File: config.mk
export PLATFORM = sky130hd
export DESIGN_NAME = seq_chunk_adder
export DESIGN_NICKNAME = d
export VERILOG_FILES = /design/src/rtl/seq_add_pkg.sv /design/src/rtl/chunk_adder.sv /design/src/rtl/seq_chunk_adder.sv
export SDC_FILE = /design/constraint.sdc
export NUM_CORES = 1
export LEC_CHECK = 0
export ABC_AREA = 1
export ABC_CLOCK_PERIOD_IN_PS = 5400
export CAP_MARGIN = 20
export CORE_UTILIZATION = 45
export CTS_BUF_LIST = sky130_fd_sc_hd__clkbuf_2
export DETAILED_ROUTE_END_ITERATION = 6
export PLACE_DENSITY = 0.72
export SLEW_MARGIN = 20
export SYNTH_ARGS = -nofsm -noshare
export SYNTH_HDL_FRONTEND = slang
export SYNTH_HIERARCHICAL = 1
export SYNTH_SLANG_ARGS = --single-unit
File: constraint.sdc
create_clock -name clk -period 5.4 [get_ports clk]
set_input_delay 1.08 -clock clk [delete_from_list [all_inputs] [get_ports clk]]
set_output_delay 1.08 -clock clk [all_outputs]
set_load 0.005 [all_outputs]
File: src/rtl/seq_add_pkg.sv
// Shared types for the sequential chunked adder: FSM state encoding and its width.
package seq_add_pkg;

  localparam int STATE_W = 2;

  typedef enum logic [STATE_W-1:0] {
    IDLE = 2'd0,
    RUN  = 2'd1,
    DONE = 2'd2
  } state_e;

endpackage

File: src/rtl/chunk_adder.sv
// Combinational CHUNK-bit ripple-carry adder built from full-adder cells.
module chunk_adder #(
  parameter int CHUNK = 2
) (
  input  logic [CHUNK-1:0] a,
  input  logic [CHUNK-1:0] b,
  input  logic             ci,
  output logic [CHUNK-1:0] s,
  output logic             co
);

  logic [CHUNK:0] c;

  // NOTE: blocking assignments in always_comb so each bit sees the carry computed just above it.
  always_comb begin
    c    = '0;
    s    = '0;
    c[0] = ci;
    for (int i = 0; i < CHUNK; i++) begin
      s[i]   = a[i] ^ b[i] ^ c[i];
      c[i+1] = (a[i] & b[i]) | (c[i] & (a[i] ^ b[i]));
    end
  end

  assign co = c[CHUNK];

endmodule

File: src/rtl/seq_chunk_adder.sv
// Multi-cycle adder: o = a + b + cin, CHUNK bits per clock with a registered inter-chunk carry.
// Optional signed-overflow output enabled by defining SEQ_ADD_OVF_EN.
module seq_chunk_adder
  import seq_add_pkg::*;
#(
  parameter int WIDTH = 8,
  parameter int CHUNK = 2
) (
  input  logic             clk,
  input  logic             rst,
  input  logic             in_valid,
  output logic             in_ready,
  input  logic [WIDTH-1:0] a,
  input  logic [WIDTH-1:0] b,
  input  logic             cin,
  output logic             out_valid,
  input  logic             out_ready,
  output logic [WIDTH-1:0] o,
  output logic             cout,
`ifdef SEQ_ADD_OVF_EN
  output logic             ovf,
`endif
  output logic             busy
);

  localparam int NCHUNK = WIDTH / CHUNK;
  localparam int IDX_W  = (NCHUNK > 1) ? $clog2(NCHUNK) : 1;

  if (CHUNK < 1 || CHUNK > WIDTH || (WIDTH % CHUNK) != 0) begin : g_bad_param
    $error("seq_chunk_adder: CHUNK must divide WIDTH and lie in 1..WIDTH");
  end

  state_e             state_q, state_d;
  logic [IDX_W-1:0]   idx_q, idx_d;
  logic               carry_q, carry_d;
  logic [WIDTH-1:0]   a_q, a_d, b_q, b_d;
  logic [WIDTH-1:0]   o_q, o_d;
`ifdef SEQ_ADD_OVF_EN
  logic               ovf_q, ovf_d;
`endif

  logic [CHUNK-1:0]   a_chunk, b_chunk, s_chunk;
  logic               c_chunk;
  logic               last_chunk;

  // A single adder slice is time-multiplexed across all chunks.
  assign a_chunk    = a_q[idx_q*CHUNK +: CHUNK];
  assign b_chunk    = b_q[idx_q*CHUNK +: CHUNK];
  assign last_chunk = (idx_q == IDX_W'(NCHUNK - 1));

  chunk_adder #(.CHUNK(CHUNK)) u_chunk_adder (
    .a (a_chunk),
    .b (b_chunk),
    .ci(carry_q),
    .s (s_chunk),
    .co(c_chunk)
  );

  always_comb begin
    state_d = state_q;
    idx_d   = idx_q;
    carry_d = carry_q;
    a_d     = a_q;
    b_d     = b_q;
    o_d     = o_q;
`ifdef SEQ_ADD_OVF_EN
    ovf_d   = ovf_q;
`endif
    unique case (state_q)
      IDLE: begin
        if (in_valid) begin
          a_d     = a;
          b_d     = b;
          carry_d = cin;
          idx_d   = '0;
          state_d = RUN;
        end
      end
      RUN: begin
        o_d[idx_q*CHUNK +: CHUNK] = s_chunk;
        carry_d = c_chunk;
        idx_d   = idx_q + 1'b1;
        if (last_chunk) begin
          state_d = DONE;
`ifdef SEQ_ADD_OVF_EN
          // The final chunk's top sum bit is the result MSB.
          ovf_d = (a_q[WIDTH-1] == b_q[WIDTH-1]) && (s_chunk[CHUNK-1] != a_q[WIDTH-1]);
`endif
        end
      end
      DONE: begin
        if (out_ready) begin
          state_d = IDLE;
`ifdef SEQ_ADD_OVF_EN
          ovf_d   = 1'b0;
`endif
        end
      end
      default: state_d = IDLE;
    endcase
  end

  // NOTE: sequential state uses non-blocking assignments so every flop samples pre-edge values.
  always_ff @(posedge clk) begin
    if (rst) begin
      state_q <= IDLE;
      idx_q   <= '0;
      carry_q <= 1'b0;
      o_q     <= '0;
`ifdef SEQ_ADD_OVF_EN
      ovf_q   <= 1'b0;
`endif
    end else begin
      state_q <= state_d;
      idx_q   <= idx_d;
      carry_q <= carry_d;
      o_q     <= o_d;
`ifdef SEQ_ADD_OVF_EN
      ovf_q   <= ovf_d;
`endif
    end
  end

  // NOTE: operand latches carry no reset; they are always reloaded on accept before being read.
  always_ff @(posedge clk) begin
    a_q <= a_d;
    b_q <= b_d;
  end

  assign in_ready  = (state_q == IDLE);
  assign out_valid = (state_q == DONE);
  assign busy      = (state_q != IDLE);
  assign o         = o_q;
  assign cout      = carry_q;
`ifdef SEQ_ADD_OVF_EN
  assign ovf       = ovf_q;
`endif

endmodule

==> results by group, run 1 <==
Outcome
  • Outcome: completed

Timing
  • RSZ-0062 raised after global routing: false
  • Final worst path period share: 0.478
  • Slew at the pin closest to its max-slew limit: 0.600 ns
  • Slew HR: 0.600
  • Fmax: 0.387 GHz
  • Layout Skew: 0.0149 ns
  • Min Hold Slack: 0.473 ns
  • Final setup viols: 0
  • Setup TNS: 0 ns
  • Final Hold Fails: 0
  • Fin. max-slew vios: 0
  • Tmin final: 2.58 ns
  • Final Worst Setup Slack: roughly 2.8 ns

CTS
  • CTS buffer count: 5
  • CTS sink count: 29
  • H-tree depth: 2
  • Postcts setup bufs: 0
  • Clock latency on the worst-skew pair: 0.36 ns
  • Clock Tree Root: clkbuf_2
  • CTS tree: yes
  • CTS clk-pin slew, worst paths: 0.14 ns
  • Hold_buf cts: 0
  • Clock Path Buffers: 2
  • CTS resizes: 0

Drt
  • Vias: 1056
  • 1st-pass router iterations: 4
  • # DRC: 0
  • DRT iter0 DRCs: 27
  • Antenna-violating nets left: 0
  • Avg WL per Cell: 11.4 um
  • Total routed wirelength: 2.43 mm
  • Vias/cell: 4.96

Logic synthesis
  • YS warnings: 6
  • Post-Synth XOR/XNOR Area: 0
  • Synth Register Bits: 29
  • Adder-cell area share of the yosys netlist: 0.0780
  • Area leader, netlist: edfxtp_1
  • Compound-Gate Fraction of Synth Area: 0.108
  • Largest family of logic cells by synthesized area: simple AND/OR/NAND/NOR gates
  • Asr flop ratio synth: 0
  • Synth Cell Area: ~1300 um2
  • Syn nets: 173
  • Main flop type after synthesis: edfxtp_1
  • Unique cell type count in the Yosys netlist: 17
  • Avg Cell Area, Syn: roughly 9 um2
  • Syn Inst Count: 145
  • Mux share of post-synthesis cell area: 0
  • Simple-Gate Fraction of Synth Area: 0.172
  • Top post-synthesis cells by area: edfxtp_1 (37%), dfxtp_1 (20%), inv_1 (6.9%), nand2_1 (6.9%), nor2_1 (6.0%)
  • Seq/Total Area, Yosys: 0.563
  • Commonest cells post-synth: inv_1 (24), nand2_1 (24), nor2_1 (21), edfxtp_1 (16)
  • EDFF count, synth: 16
  • Yosys top cell area share: 0.365

GRT
  • GRT overflow: 0
  • Largest net degree at the start of global routing: 18
  • GRT Util Overall: 0.177
  • Initial antenna violation count: 0
  • Number of global-route vias before repair: 980
  • Global-route wire length before repair: between 4 and 5 mm

Setup path
  • Most common cell on crit path: inv_1
  • Crit path launch type: register
  • CP max stage delay: 0.45 ns
  • Delay-heaviest family, CP: adder cells
  • Slowest cell on the critical path: dfxtp_1
  • WP buf/inv: 3
  • Worst Path Arrival: 2.89 ns
  • Crit Path Max Fanout: 16
  • CP Cell Sequence: inv_1, o21ai_0, o22ai_1, inv_1, fa_1, fa_1, inv_1, nand3_1, o21ai_0, nand2_1, nor2_1
  • Crit end category: register
  • Worst EP required: about 5.7 ns
  • Worst Path Class, Setup: register to register

Floorplan
  • CORE AREA: 2760 um2
  • Die ar.: 3140 um2
  • Chip height: around 56 um
  • I/O Pins: 33
  • FP Rows: 19
  • Starting Density: 0.477
  • DIE WIDTH: 56.1 um

Layout
  • Diodes inserted: 0
  • Layout Nets: 209
  • P&R area growth vs syn: 29.3%
  • Post-Layout Cell Count: 213
  • Layout cell share with drive strength beyond 1: 0.0549
  • FILL cells: 240

Min path
  • Hold crit path type: register to register

Placed design
  • Placer's final routability congestion estimate: 0.843
  • Post-Place Cells: 205
  • DP Worst Slack: 2.87 ns
  • Hpwl dp: 1.86 mm
  • Port buffer count: 32

Pwr
  • Cell Int Power: 0.319 mW
  • Sw Ratio: 0.275
  • P per Cell Area: 259 nW/um2
  • Static leakage: 0.698 nW
  • Comb power frac: 0.187
  • Clk pwr share: 0.238
  • Sequential Power Share: 0.574
  • Maximum VDD drop: slightly above 0.2 mV
  • Sw Pwr: 0.121 mW

Flow run
  • Max-cap violations: 0
## layout by cell type (no fill, tap or decap), types with 5 or more instances in the layout
cell type / count
clkbuf_2: 7
nor2_1: 21
clkdlybuf4s50_1: 32
nand2_1: 24
dfxtp_1: 13
o21ai_0: 13
edfxtp_1: 16
ha_1: 5
nand3_1: 6
a21oi_1: 9
inv_1: 24
## sequential cells by signal, indices dropped and copies added (netlist names)
name     count
a_q          8
b_q          8
o            8
idx_q        2
state_q      2
cout         1
## stage by stage
step	total power, mW	utilization	cell area (um2)
global placement	0.337	0.603	1660
finish	0.441	0.617	1700
global route	0.467	0.617	1700
floorplan	0.307	-	1320
CTS	0.446	0.617	1700
detailed placement	0.341	0.603	1660
## cells by family (layout without fill, tap and decap cells)
logic type,count (synthesis),after routing
DFF,29,29
buffers and inverters,27,64
AOI/OAI and AO/OA,27,27
adders and majority gates,7,7
and+or+nand+nor,55,55
## power groups by stage
| stage | Sequential, mW | Clock, mW | Combinational [mW] |
|---|---|---|---|
| finish | 0.253 | 0.105 | 0.0826 |
| global route | 0.255 | 0.118 | 0.0942 |
| CTS | 0.253 | 0.110 | 0.0831 |
| detailed placement | 0.258 | 0 | 0.0828 |
| global placement | 0.258 | 0 | 0.0794 |
| floorplan | 0.255 | 0 | 0.0522 |
## path summary, 6_finish.rpt
kind / cells after the start / startpoint / slack, ns / end
max reg2reg: 11 / idx_q[0]$_SDFFE_PP0P_ / 2.82 / o[1]$_SDFFE_PP0P_
min reg2reg: 2 / o[2]$_SDFFE_PP0P_ / 0.47 / o[2]$_SDFFE_PP0P_
min: 2 / o[2]$_SDFFE_PP0P_ / 0.47 / o[2]$_SDFFE_PP0P_
max: 11 / idx_q[0]$_SDFFE_PP0P_ / 2.82 / o[1]$_SDFFE_PP0P_
## final cells by class
type	instances	area, um2	share of cell area
Tap cell	31	38.8	0.0228
Sequential cell	29	741	0.436
Inverter	24	90.1	0.0530
Multi-Input combinational cell	89	472	0.277
Timing Repair Buffer	32	320	0.188
Clock buffer	7	35.0	0.0206
Clock inverter	1	3.75	0.00221
## layer usage
metal | up-vias | global-route usage | routed length (um)
li1 | 542 | - | -
met3 | 8 | 0.0791 | 143
met1 | 475 | 0.191 | 1040
met5 | - | 0 | 0
met2 | 31 | 0.298 | 1190
met4 | 0 | 0.0767 | 59
## worst reg2reg max path, cell delays in order (launching register included)
cell     delay [ns]
dfxtp_1        0.45
inv_1          0.40
o21ai_0        0.14
o22ai_1        0.12
inv_1          0.08
fa_1           0.43
fa_1           0.43
inv_1          0.08
nand3_1        0.07
o21ai_0        0.16
nand2_1        0.07
nor2_1         0.10
Power figures use the tool's default switching activity.
==> run 2: changes to the inputs <==
- ABC_CLOCK_PERIOD_IN_PS: 5400 -> 2500
- clock period: 5.4 -> 2.5 ns (I/O delays scaled with it)
==> run 2 against run 1 <==
Clock power rose by 120%. Largest cell class unchanged. Count of clock-buffer cells in the layout fell by 1. Maximum frequency rose by 13%. Largest power group unchanged. Global-route usage rose by 0.54 points. Non-clock buffer count rose by 1. Setup slack got worse by 2.6 ns. Core utilization rose by 0.36 points. Critical path type unchanged.
==> results by group, run 2 (synthesis gave the netlist of run 1 again) <==
Timing
  • Fmax: 0.438 GHz
  • Fin. max-slew vios: 0
  • Setup TNS: 0 ns
  • Final Hold Fails: 0
  • Min Hold Slack: approximately 0.47 ns
  • RSZ-0062 raised after global routing: false
  • Final worst path period share: 0.914
  • Final setup viols: 0
  • Tmin final: around 2.3 ns
  • Layout Skew: 0.0163 ns
  • Slew HR: 0.599
  • Slew at the pin closest to its max-slew limit: between 0.6 and 0.7 ns

Drt
  • # DRC: 0
  • Avg WL per Cell: 11.8 um
  • Vias: 1078
  • Antenna-violating nets left: 0
  • Vias/cell: just over 5
  • 1st-pass router iterations: 5
  • DRT iter0 DRCs: 36
  • Total routed wirelength: 2.52 mm

Pwr
  • Static leakage: 0.705 nW
  • P per Cell Area: 559 nW/um2
  • Clk pwr share: 0.239
  • Sw Ratio: 0.282
  • Sequential Power Share: 0.572
  • Cell Int Power: 0.687 mW
  • Comb power frac: 0.188
  • Maximum VDD drop: slightly below 0.4 mV
  • Sw Pwr: 0.269 mW

Placed design
  • Hpwl dp: 1.88 mm
  • Port buffer count: 32
  • Placer's final routability congestion estimate: 0.791

Setup path
  • WP buf/inv: 4
  • Most common cell on crit path: inv_1
  • Reg2reg start: idx_q[0]$_SDFFE_PP0P_
  • R2R Path End: o[7]$_SDFFE_PP0P_
  • Delay-heaviest family, CP: adder cells
  • Worst Path Arrival: 2.59 ns
  • CP Cell Sequence: inv_2, o21ai_0, o22ai_1, inv_1, fa_1, fa_1, inv_1, inv_1, nor3_2, nand2_1, a21oi_1
  • R2r setup slk: 0.22 ns
  • Worst Path Class, Setup: register to register
  • Crit end category: register
  • Worst EP required: 2.80 ns
  • Slowest cell on the critical path: fa_1
  • FF-to-FF path depth: 11
  • Crit path launch type: register
  • Crit Path Max Fanout: 13
  • CP max stage delay: 0.43 ns

CTS
  • Hold_buf cts: 0
  • CTS sink count: 29
  • Clock Tree Root: clkbuf_2
  • CTS clk-pin slew, worst paths: roughly 0.14 ns
  • Clock Path Buffers: 2
  • CTS buffer count: 5
  • Clock latency on the worst-skew pair: 0.37 ns
  • H-tree depth: 2
  • CTS tree: yes

Layout
  • P&R area growth vs syn: 30.1%
  • Layout Nets: 210
  • Commonest cells after routing, fill and taps aside: clkdlybuf4s50_1 (32), nand2_1 (24), inv_1 (22), nor2_1 (21), edfxtp_1 (16)
  • Diodes inserted: 0
  • Most common cell after layout, fill and taps aside: clkdlybuf4s50_1
  • Layout cell share with drive strength beyond 1: 0.0820

Floorplan
  • FP Rows: 19
  • Die ar.: ~3100 um2
  • CORE AREA: 2760 um2
  • Chip height: ~56 um
  • Starting Density: 0.477
  • DIE WIDTH: 56.1 um
  • I/O Pins: 33

Min path
  • Hold Path Cell Cnt: 2
  • Hold EP: o[6]$_SDFFE_PP0P_
  • Hold crit path type: register to register
  • Hold wc startpoint: o[6]$_SDFFE_PP0P_

Outcome
  • Outcome: completed

GRT
  • Global-route wire length before repair: 4.22 mm
  • GRT overflow: 0
  • Largest net degree at the start of global routing: 18
  • Initial antenna violation count: 0
  • GRT Util Overall: 0.182
  • Number of global-route vias before repair: 1017

Flow run
  • Max-cap violations: 0
## run 2: cell types whose count changed in the layout (fill, tap and decap cells not counted), sizes merged
cell,delta
clkbuf,-1
buf,+1
clkinv,+1
## run 2: final cells by class
cell class | instances | area [um2]
Tap cell | 31 | 38.8
Sequential cell | 29 | 742
Inverter | 24 | 90.1
Multi-Input combinational cell | 89 | 472
Clock inverter | 2 | 10.0
Timing Repair Buffer | 33 | 328
Fill cell | 242 | 1050
Clock buffer | 6 | 30.0
## run 2: worst register-to-register path, stage by stage (launching register included)
cell and delay [ns]:
dfxtp_2 0.41, inv_2 0.16, o21ai_0 0.12, o22ai_1 0.17
inv_1 0.08, fa_1 0.41, fa_1 0.43, inv_1 0.08
inv_1 0.06, nor3_2 0.13, nand2_1 0.08, a21oi_1 0.12
## run 2: repair_timing
item	in CTS	in global routing
endpoints found under the hold margin	0	0
gates resized for setup	0	3
endpoints found under the setup margin	0	6
buffers inserted	0	0
## run 2: worst max path at each step
stage,startpoint,endpoint,slack [ns],cells past startpoint
after floorplan,idx_q[0]$_SDFFE_PP0P_,o[3]$_SDFFE_PP0P_,0.26,11
after global placement,idx_q[0]$_SDFFE_PP0P_,o[7]$_SDFFE_PP0P_,0.21,11
after detailed placement,idx_q[0]$_SDFFE_PP0P_,o[7]$_SDFFE_PP0P_,0.07,11
after CTS,idx_q[0]$_SDFFE_PP0P_,o[7]$_SDFFE_PP0P_,0.04,11
after global routing,idx_q[0]$_SDFFE_PP0P_,o[3]$_SDFFE_PP0P_,0.02,11
final,idx_q[0]$_SDFFE_PP0P_,o[7]$_SDFFE_PP0P_,0.22,11
## run 2: per-layer routing
layer	up-vias	track usage	share of wire
met3	6	0.0535	0.062
met1	491	0.189	0.39
met5	-	0	0
met4	0	0.115	0.017
met2	39	0.318	0.53
li1	542	-	-
## run 2: power groups by stage
stage	clock network (mW)	logic [mW]	registers, mW
4_1_cts	0.238	0.180	0.547
6_report	0.229	0.180	0.548
5_1_grt	0.257	0.207	0.551
3_5_place_dp	0	0.179	0.558
2_1_floorplan	0	0.113	0.551
3_3_place_gp	0	0.174	0.558
## run 2: through the flow
stage | setup WS [ns] | total power, mW | util | cell area [um2] | std cells
3_3_place_gp | 0.212 | 0.732 | 0.605 | 1670 | 206
2_1_floorplan | 0.257 | 0.664 | - | 1320 | 145
4_1_cts | 0.0423 | 0.965 | 0.620 | 1710 | 214
5_1_grt | 0.0161 | 1.02 | 0.620 | 1710 | 214
3_5_place_dp | 0.0682 | 0.737 | 0.605 | 1670 | 206
6_report | 0.215 | 0.957 | 0.620 | 1710 | 214
==> run 3: changes to the inputs <==
- ABC_CLOCK_PERIOD_IN_PS: 2500 -> 3000
- DONT_BUFFER_PORTS: unset -> 1
- PLACE_DENSITY: 0.72 -> 0.58
- clock period: 2.5 -> 3 ns (I/O delays scaled with it)
==> run 3 against run 2 <==
Clock power decreased by 17%. Highest routed layer unchanged. Power fell by 21%. Worst hold slack got worse by 0.19 ns. Critical path type unchanged. Setup slack better by 0.19 ns. Routed wire length is 12% lower. Cell count shrank 15%.
==> results by group, run 3 (synthesis gave the netlist of run 1 again) <==
Timing
  • Fin. max-slew vios: 0
  • Slew at the pin closest to its max-slew limit: 0.601 ns
  • Final Hold Fails: 0
  • Fmax: 0.386 GHz
  • Tmin final: 2.59 ns
  • Layout Skew: 0.0166 ns
  • Final setup viols: 0
  • Final worst path period share: 0.864
  • Min Hold Slack: 0.278 ns
  • Slew HR: 0.599
  • RSZ-0062 raised after global routing: false
  • Final Worst Setup Slack: between 0.4 and 0.5 ns
  • Setup TNS: 0 ns

Drt
  • Antenna-violating nets left: 0
  • # DRC: 0
  • Vias/cell: just over 5
  • DRT iter0 DRCs: 25
  • Vias: 923
  • Avg WL per Cell: between 10 and 15 um
  • 1st-pass router iterations: 4
  • Total routed wirelength: 2.22 mm

Setup path
  • Crit end category: register
  • Crit path launch type: register
  • FF-to-FF path depth: 11
  • R2r setup slk: 0.41 ns
  • Crit Path Max Fanout: 16
  • Worst Path Class, Setup: register to register
  • Critical path endpoint: o[1]$_SDFFE_PP0P_
  • CP Launch Point: idx_q[0]$_SDFFE_PP0P_
  • Worst EP required: 3.29 ns
  • Worst Path Arrival: 2.89 ns
  • R2R Path End: o[1]$_SDFFE_PP0P_
  • Reg2reg start: idx_q[0]$_SDFFE_PP0P_

Placed design
  • Placer's final routability congestion estimate: 0.793
  • DP Worst Slack: between 0.4 and 0.5 ns
  • Port buffer count: 0
  • Hpwl dp: 1.69 mm
  • Dpl cell area: ~1300 um2
  • Post-Place Cells: between 150 and 200

Pwr
  • Static leakage: between 0.5 and 0.6 nW
  • P per Cell Area: 545 nW/um2
  • Pwr Total: 0.752 mW
  • Maximum VDD drop: 0.312 mV

CTS
  • H-tree depth: 2
  • CTS resizes: 0
  • Clock Path Buffers: 2
  • Clock Tree Root: clkbuf_2
  • CTS clk-pin slew, worst paths: 0.15 ns
  • CTS buffer count: 5
  • Postcts setup bufs: 0
  • Hold_buf cts: 0
  • CTS sink count: 29
  • Clock latency on the worst-skew pair: 0.36 ns
  • CTS tree: yes

GRT
  • Global-route wire length before repair: between 3 and 4 mm
  • GRT overflow: 0
  • Largest net degree at the start of global routing: 18
  • Number of global-route vias before repair: 902
  • Initial antenna violation count: 0
  • GRT Util Overall: 0.160

Floorplan
  • Starting Density: 0.477
  • CORE AREA: 2760 um2
  • I/O Pins: 33
  • DIE WIDTH: 56.1 um
  • FP Rows: 19
  • Die ar.: approximately 3100 um2
  • Chip height: approximately 56 um

Min path
  • Hold crit path type: primary input to register
  • Hold Path Cell Cnt: 1

Flow run
  • Max-cap violations: 0

Layout
  • Layout Nets: 177
  • Util after Layout: 0.500
  • Commonest cells after routing, fill and taps aside: inv_1 (24), nand2_1 (24), nor2_1 (21), edfxtp_1 (16)
  • Diodes inserted: 0
  • Post-Layout Cell Count: roughly 180
  • P&R area growth vs syn: 4.95%
  • Design Area, Final: about 1400 um2
  • Layout cell share with drive strength beyond 1: 0.0667

Outcome
  • Outcome: completed
## run 3: report_power, final
part | total (mW) | internal (mW) | switching, mW
clock network | 0.189 | 0.0624 | 0.126
registers | 0.456 | 0.443 | 0.0129
logic | 0.108 | 0.0370 | 0.0706
## run 3: layout make-up
class / instances / area (um2)
clock buffer: 7 / 35.0
clock inverter: 1 / 3.75
fill: 285 / 1380
inverter: 24 / 90.1
multi-input combinational: 89 / 472
sequential: 29 / 741
tap: 31 / 38.8
## run 3: how the worst min path moves through the flow
| stage | start | endpoint | slack [ns] |
|---|---|---|---|
| after CTS | rst | o[4]$_SDFFE_PP0P_ | 0.26 |
| after floorplan | o[2]$_SDFFE_PP0P_ | o[2]$_SDFFE_PP0P_ | 0.46 |
| after global routing | rst | o[4]$_SDFFE_PP0P_ | 0.24 |
| final | rst | o[4]$_SDFFE_PP0P_ | 0.28 |
| after detailed placement | o[4]$_SDFFE_PP0P_ | o[4]$_SDFFE_PP0P_ | 0.47 |
| after global placement | o[5]$_SDFFE_PP0P_ | o[5]$_SDFFE_PP0P_ | 0.47 |
## run 3: critical path, stage by stage (launching register included)
cell and delay, ns:
dfxtp_1 0.44, inv_1 0.39, o21ai_0 0.14, o22ai_1 0.13, inv_1 0.08, fa_1 0.44, fa_1 0.43, inv_1 0.08
nand3_1 0.07, o21ai_0 0.17, nand2_1 0.07, nor2_1 0.10
## run 3: routing by layer
metal	vias up	global-route usage	part of all wire
met4	0	0.0732	0.018
met5	-	0	0
met3	5	0.0814	0.068
met2	30	0.272	0.50
li1	474	-	-
met1	414	0.164	0.41
